<file path="config.mk">
export PLATFORM = sky130hd
export DESIGN_NAME = secure_key_fetch
export DESIGN_NICKNAME = d
export VERILOG_FILES = /design/src/rtl/secure_key_fetch.sv
export SDC_FILE = /design/constraint.sdc
export NUM_CORES = 2
export LEC_CHECK = 0
export CAP_MARGIN = 10
export CELL_PAD_IN_SITES_DETAIL_PLACEMENT = 1
export CELL_PAD_IN_SITES_GLOBAL_PLACEMENT = 1
export CORE_AREA = 3 3 422 424
export CTS_CLUSTER_SIZE = 16
export DETAILED_ROUTE_END_ITERATION = 10
export DIE_AREA = 0 0 425 427
export PLACE_DENSITY = 0.56
export SYNTH_ARGS = -nofsm -noshare
export SYNTH_HDL_FRONTEND = slang
export SYNTH_SLANG_ARGS = --single-unit
</file>
<file path="constraint.sdc">
create_clock -name clk -period 2.5 [get_ports clk]
set_input_delay 0.625 -clock clk [delete_from_list [all_inputs] [get_ports clk]]
set_output_delay 0.625 -clock clk [all_outputs]
set_load 0.05 [all_outputs]
</file>
<file path="src/rtl/secure_key_fetch.sv">
// Initiator-side controller for the secure key memory: issues single-cycle read/write
// strobes, captures a full slot on read-valid and streams it out MSW-first as OUT_W beats.
module secure_key_fetch #(
    parameter  int WIDTH   = 512,
    parameter  int LENGTH  = 6,
    parameter  int OUT_W   = 32,
    parameter  int TIMEOUT = 15,
    localparam int AW      = (LENGTH > 1) ? $clog2(LENGTH) : 1
) (
    input  logic                 clk,
    input  logic                 rst_n,
    input  logic                 req_valid,
    output logic                 req_ready,
    input  logic                 req_write,
    input  logic [AW-1:0]        req_addr,
    input  logic [WIDTH/2-1:0]   req_wdata,
    output logic                 mem_rd_en,
    output logic                 mem_wr_en,
    output logic [AW-1:0]        mem_addr,
    output logic [WIDTH/2-1:0]   mem_wrData,
    input  logic [WIDTH-1:0]     mem_rdData,
    input  logic                 mem_rdData_valid,
    output logic                 key_valid,
    input  logic                 key_ready,
    output logic [OUT_W-1:0]     key_data,
    output logic                 key_last,
    output logic                 wr_done,
    output logic                 err
);

    localparam int BEATS = WIDTH / OUT_W;
    localparam int BW    = (BEATS > 1) ? $clog2(BEATS) : 1;
    localparam int TW    = $clog2(TIMEOUT);

    typedef enum logic [2:0] {
        S_IDLE,
        S_WRITE,
        S_READ,
        S_WAIT,
        S_STREAM
    } state_t;

    state_t               r_state;
    logic                 r_req_ready;
    logic                 r_mem_rd_en;
    logic                 r_mem_wr_en;
    logic [AW-1:0]        r_mem_addr;
    logic [WIDTH/2-1:0]   r_mem_wrData;
    logic [WIDTH-1:0]     r_buf;
    logic [BW-1:0]        r_beat;
    logic [TW-1:0]        r_timer;
    logic                 r_key_valid;
    logic [OUT_W-1:0]     r_key_data;
    logic                 r_key_last;
    logic                 r_wr_done;
    logic                 r_err;

    logic                 w_addr_bad;
    logic                 w_reject;
    logic [WIDTH-1:0]     w_buf_shift;
    logic [BW-1:0]        w_beat_next;

    // Slot 0 holds the Chip ID and is read-only.
    assign w_addr_bad  = ({1'b0, req_addr} >= (AW+1)'(LENGTH));
    assign w_reject    = w_addr_bad || (req_write && (req_addr == '0));
    assign w_buf_shift = r_buf << OUT_W;
    assign w_beat_next = r_beat + 1'b1;

    always_ff @(posedge clk) begin
        if (!rst_n) begin
            r_state      <= S_IDLE;
            r_req_ready  <= 1'b1;
            r_mem_rd_en  <= 1'b0;
            r_mem_wr_en  <= 1'b0;
            r_mem_addr   <= '0;
            r_mem_wrData <= '0;
            r_buf        <= '0;
            r_beat       <= '0;
            r_timer      <= '0;
            r_key_valid  <= 1'b0;
            r_key_data   <= '0;
            r_key_last   <= 1'b0;
            r_wr_done    <= 1'b0;
            r_err        <= 1'b0;
        end else begin
            r_wr_done <= 1'b0;
            r_err     <= 1'b0;
            case (r_state)
                S_IDLE: begin
                    if (req_valid) begin
                        if (w_reject) begin
                            r_err <= 1'b1;
                        end else if (req_write) begin
                            r_state      <= S_WRITE;
                            r_req_ready  <= 1'b0;
                            r_mem_wr_en  <= 1'b1;
                            r_mem_addr   <= req_addr;
                            r_mem_wrData <= req_wdata;
                        end else begin
                            r_state     <= S_READ;
                            r_req_ready <= 1'b0;
                            r_mem_rd_en <= 1'b1;
                            r_mem_addr  <= req_addr;
                        end
                    end
                end
                S_WRITE: begin
                    r_mem_wr_en <= 1'b0;
                    r_wr_done   <= 1'b1;
                    r_req_ready <= 1'b1;
                    r_state     <= S_IDLE;
                end
                S_READ: begin
                    r_mem_rd_en <= 1'b0;
                    r_timer     <= '0;
                    r_state     <= S_WAIT;
                end
                S_WAIT: begin
                    // A valid on the last permitted cycle still wins over the timeout.
                    if (mem_rdData_valid) begin
                        r_buf       <= mem_rdData;
                        r_key_data  <= mem_rdData[WIDTH-1 -: OUT_W];
                        r_key_valid <= 1'b1;
                        r_key_last  <= (BEATS == 1);
                        r_beat      <= '0;
                        r_state     <= S_STREAM;
                    end else if (r_timer == TW'(TIMEOUT - 1)) begin
                        r_err       <= 1'b1;
                        r_req_ready <= 1'b1;
                        r_state     <= S_IDLE;
                    end else begin
                        r_timer <= r_timer + 1'b1;
                    end
                end
                S_STREAM: begin
                    if (key_ready) begin
                        if (r_beat == BW'(BEATS - 1)) begin
                            r_buf       <= '0;
                            r_beat      <= '0;
                            r_key_valid <= 1'b0;
                            r_key_data  <= '0;
                            r_key_last  <= 1'b0;
                            r_req_ready <= 1'b1;
                            r_state     <= S_IDLE;
                        end else begin
                            r_buf      <= w_buf_shift;
                            r_key_data <= w_buf_shift[WIDTH-1 -: OUT_W];
                            r_beat     <= w_beat_next;
                            r_key_last <= (w_beat_next == BW'(BEATS - 1));
                        end
                    end
                end
                default: begin
                    r_state     <= S_IDLE;
                    r_req_ready <= 1'b1;
                end
            endcase
        end
    end

    assign req_ready  = r_req_ready;
    assign mem_rd_en  = r_mem_rd_en;
    assign mem_wr_en  = r_mem_wr_en;
    assign mem_addr   = r_mem_addr;
    assign mem_wrData = r_mem_wrData;
    assign key_valid  = r_key_valid;
    assign key_data   = r_key_data;
    assign key_last   = r_key_last;
    assign wr_done    = r_wr_done;
    assign err        = r_err;

endmodule

</file>
* Word-level counts from Yosys, hierarchy flattened
Index checks and enable logic that the tools add are counted. W data, S select, Z words.
Word-level totals: register bits 789, input bits 777, output and inout bits 298, logic and storage cells 106
Cells by class: add/subtract/negate cells 2, $lt $le $gt $ge 1, eq/ne operators 18, mux-type cells 52, bitwise logic cells 2, reduce and logical (&&, ||, !) cells 17
Operators with widths (number):
- $mux W480 | 3
- $pmux W480 S2 | 1
- $mux W32 | 3
- $pmux W32 S2 | 1
- $mux W1 | 23
- $mux W4 | 5
- $ne A2 B2 Y1 const B | 10
- $mux W3 | 6
- $pmux W4 S2 | 2
- $reduce_and A4 Y1 | 4
- $eq A4 B4 Y1 const B | 3
- $pmux W3 S4 | 1
- $pmux W1 S2 | 5
- $reduce_and A3 Y1 | 3
- $add A4 B1 Y4 const B | 2
- $reduce_bool A2 Y1 | 4
- $reduce_and A7 Y1 | 1
- $eq A3 B2 Y1 const B | 2
- $logic_not A3 Y1 | 2
- $reduce_and A5 Y1 | 1
- $pmux W1 S4 | 1
- $eq A3 B1 Y1 const B | 1
- $eq A3 B3 Y1 const B | 1
- $ge A3 B3 Y1 const B | 1
- other kinds (5) | 6

* Logic depth before layout (Yosys ltp)
word-level depth 6, mapped depth 9

* Worst setup path after synthesis
Ideal clock, no wire load.
path kind in2reg, start point in req_addr[2], end point reg r_mem_wrData[178], in the netlist mem_wrData[178], setup time 0.074 ns, arrival 1.984 ns, required time 2.426 ns, slack 0.442 ns, stages 7, cell sequence or4b_4 -> nand4_2 -> buf_4 -> buf_4 -> buf_2 -> nand3_1 -> o21ai_0
Between the ends: longest elaborated chain between the ends 5, elaborated cells on any way between the ends 6, those cells by class order compare (1); bitwise (1); reduce/logical (4)
RTL lines:
- from (decl) | line 15 | input logic [AW-1:0] req_addr,
- branches (longest 2 deep; another with $ge A3 B3 Y1)
- $logic_or A1 B1 Y1 (*) | line 65 | assign w_reject = w_addr_bad || (req_write && (req_addr == '0));
- $not A1 Y1 (no line) (*)
- $reduce_and A4 Y1 (no line) (*)
- to (signal assigned) | line 98 | r_mem_wrData <= req_wdata;
- to (decl) | line 48 | logic [WIDTH/2-1:0] r_mem_wrData;
Every way passes the cells marked *. A chain may end at the register's enable or synchronous reset.

* Final worst setup path
start point reg r_mem_wrData[247], in the netlist mem_wrData[247], end point out mem_wrData[247]
RTL lines:
- to (decl) | line 20 | output logic [WIDTH/2-1:0] mem_wrData,
No word-level cell between the ends.

==> metrics.cfg <==
[pwr]
p_leak_nw = 20.04
power_mw = 31.40
p_comb_share_pct = 12.4
p_int_mw = 22.97
pwr-share-clk_pct = 46.1
peakVddDrop_mv = 0.4346
p_seq_share_pct = 41.5
power_density_nw_per_um2 = 671.0
power.switching_mw = 8.435
swShare_pct = 26.86

[setup_path]
cp-start-kind = register
r2r_slack_ns = 0.21
critPathRequiredTime_ns = 1.88
crit_fanout = 2
slowest_stage = clkdlybuf4s15_1
reg2reg_to = key_data[15]
cp_cell_sequence = clkdlybuf4s15_1
path_class = register to primary output
crit_path_max_incr_delay_ns = 0.59
cp.arrival_ns = 1.81
reg2regPathDepth = 6
crit_family = buffers and inverters
critPathCaptureType = primary output
r2r_start = r_beat[0]
startpoint = mem_wrData[247]
path_buf_inv = 1

[detailed_routing]
drt-vias-per-instance = 4.547
vias = 29560
finalWirelength_um = 181100
final_antenna_net_count = 0
drt-initial-drc-count = 2540
wl_per_cell_um = 27.86
first_pass_iters = 7
drc_errors = 0

[placement]
dpl.hpwl_um = 145100
port_buffers = 1074
place.gp.congestion = 0.8522

[timing]
rsz0062_at_grt = false
skew_ns = 0.03181
fin_crit_ns = 2.438
fmax_mhz = 410.1
drv_slew = 0
slew_headroom_pct = 37.95
setup_viol = 0
worst_slew_pin_slew_ns = 0.9307
period_share_pct = 97.53
hold_violations = 0

[synthesis]
synth_common_cells = 789 x dfxtp_1, 450 x and3_1, 449 x a221o_1
synth.avg_cell_area_um2 = 9.804
synth-compound-area-share_pct = 22.34
ys.flop_type = dfxtp_1
synth_cell_types = 53
yosys.area_share.adder_pct = 0.1671
ys_async_sr_fraction_pct = 0
synthMuxAreaShare_pct = 0.03342
yosys.area_share.simple_pct = 18.69
netlist_instances = 3055
synth.most_common_cell = dfxtp_1
synth_top_area_share_pct = 52.74
synth-seq-cells = 789
synth-seq-area-share_pct = 52.74
synth_largest_area_cell = dfxtp_1
synth_area_leaders = dfxtp_1 53%, a221o_1 15%, and3_1 9.4%
syn_area_um2 = 29950
yosys.area_share.xor_xnor_pct = 0.02924
synth_nets = 3836
yosysWarningCount = 0
synth_top_family_by_area = compound AO/OA/AOI/OAI gates
synth_edf_count = 0

[final_layout]
fin_util_pct = 26.86
ff_latch_area_um2 = 15800
nFillCells = 19980
syn2layout_area_growth_pct = 56.24
multi_input_area_um2 = 12390
finalNetCount = 4841
drive_gt1_share_pct = 10.86

[min_path]
min-delay-start = rst_n
worst_hold_path.endpoint = r_beat[2]
hold_class = input port to register
hold_depth = 3

[cts]
cts_root_buf = clkbuf_16
numCtsBuffers = 98
cts_tree = yes
cts.path.max_buffers = 3
post_cts_buffers = 0
cts_sinks = 789
worstSkewPairLatency_ns = 0.74
clk_pin_slew_ns = 0.06
hold_buffers = 0
ctsHtreeMaxLevel = 3

[job]
cap_violations = 0

[die]
fp.dieH_um = 427
row_count = 153
die_w_um = 425
io_pins = 1075
die_area_um2 = 181500
start_util_pct = 17.19
coreArea_um2 = 174200

[global_routing]
overflow = 0
grt_antenna_before_repair = 74
grt_pass1_vias = 29890
grt_max_degree = 191
grt_use_total_pct = 18.92
grt_pass1_wl_um = 242100

[status]
status = finished, final reports clean

[registers in the layout (all words and copies together), names as in the netlist]
name,flops
r_buf,480
mem_wrData,256
key_data,32
r_beat,4
r_timer,4
mem_addr,3
r_state,3
err,1
key_last,1
key_valid,1
mem_rd_en,1
mem_wr_en,1
req_ready,1
wr_done,1
[layer usage]
metal / global-route usage [%] / part of all wire [%] / routed length [um] / vias up
met5: 0 / 0.10 / 185 / -
met4: 6.994 / 3.3 / 6034 / 30
met3: 5.424 / 6.8 / 12370 / 248
met2: 32.10 / 49 / 89110 / 867
met1: 22.58 / 41 / 73390 / 14740
li1: - / - / - / 13680
[logic make-up (layout without fill, tap and decap cells)]
family,count (synthesis),after routing
flip-flops,789,789
adder cells (fa/ha/maj),4,4
multiplexers,1,1
AO/OA/AOI/OAI,836,836
XOR/XNOR,1,1
AND/OR/NAND/NOR,1074,1074
other,0,39
buffers and inverters,350,1431
[power groups by stage]
stage / Sequential [mW] / Combinational, mW / Clock, mW
floorplan: 14.0 / 0.893 / 0
global placement: 13.3 / 3.99 / 0
detailed placement: 13.3 / 4.01 / 0
CTS: 13.0 / 3.93 / 14.9
global route: 13.1 / 4.10 / 15.4
finish: 13.0 / 3.90 / 14.5
[how the worst max path moves through the flow]
stage,to,slack (ns),depth (start not counted)
2_1_floorplan,mem_wrData[178],0.44,7
3_3_place_gp,key_data[26],-0.23,7
3_5_place_dp,key_data[26],-0.19,7
4_1_cts,mem_wrData[221],0.01,1
5_1_grt,mem_wrData[247],0.02,1
6_report,mem_wrData[247],0.06,1
[stage by stage]
step	instance area, um2	TNS, ns	instances	worst slack, ns	hold WS (ns)
4_1_cts	46700	0	6461	0.01197	0.3566
5_1_grt	46740	0	6478	0.02089	0.3960
6_report	46790	0	6500	0.06176	0.4139
3_3_place_gp	43700	-29.98	6285	-0.2349	0.4425
2_1_floorplan	29950	0	3055	0.4419	0.4476
3_5_place_dp	43700	-37.55	6285	-0.1902	0.4496
[cell type report]
type,count,area share (%)
multi-input combinational,1916,26.48
tap,2325,6.217
timing repair buffer,1249,26.37
sequential,789,33.75
clock buffer,142,6.045
inverter,6,0.04813
clock inverter,34,0.8770
antenna,39,0.2086
[repair_timing]
item	CTS	global route
setup endpoints to repair	192	0
gates resized for setup	193	0
hold endpoints to repair	0	0
[cell usage in the layout, fill, tap and decap left out, types with 62 or more instances in the layout]
master           count
dlygate4sd2_1      191
nand2_1            269
buf_4              219
a221o_1            449
nand3_1            259
dfxtp_1            789
clkdlybuf4s50_1    775
buf_12              62
clkbuf_16           99
and3_1             450
o21ai_1            101
o21ai_0            190
nor2_1              71
Power figures use the tool's default switching activity.
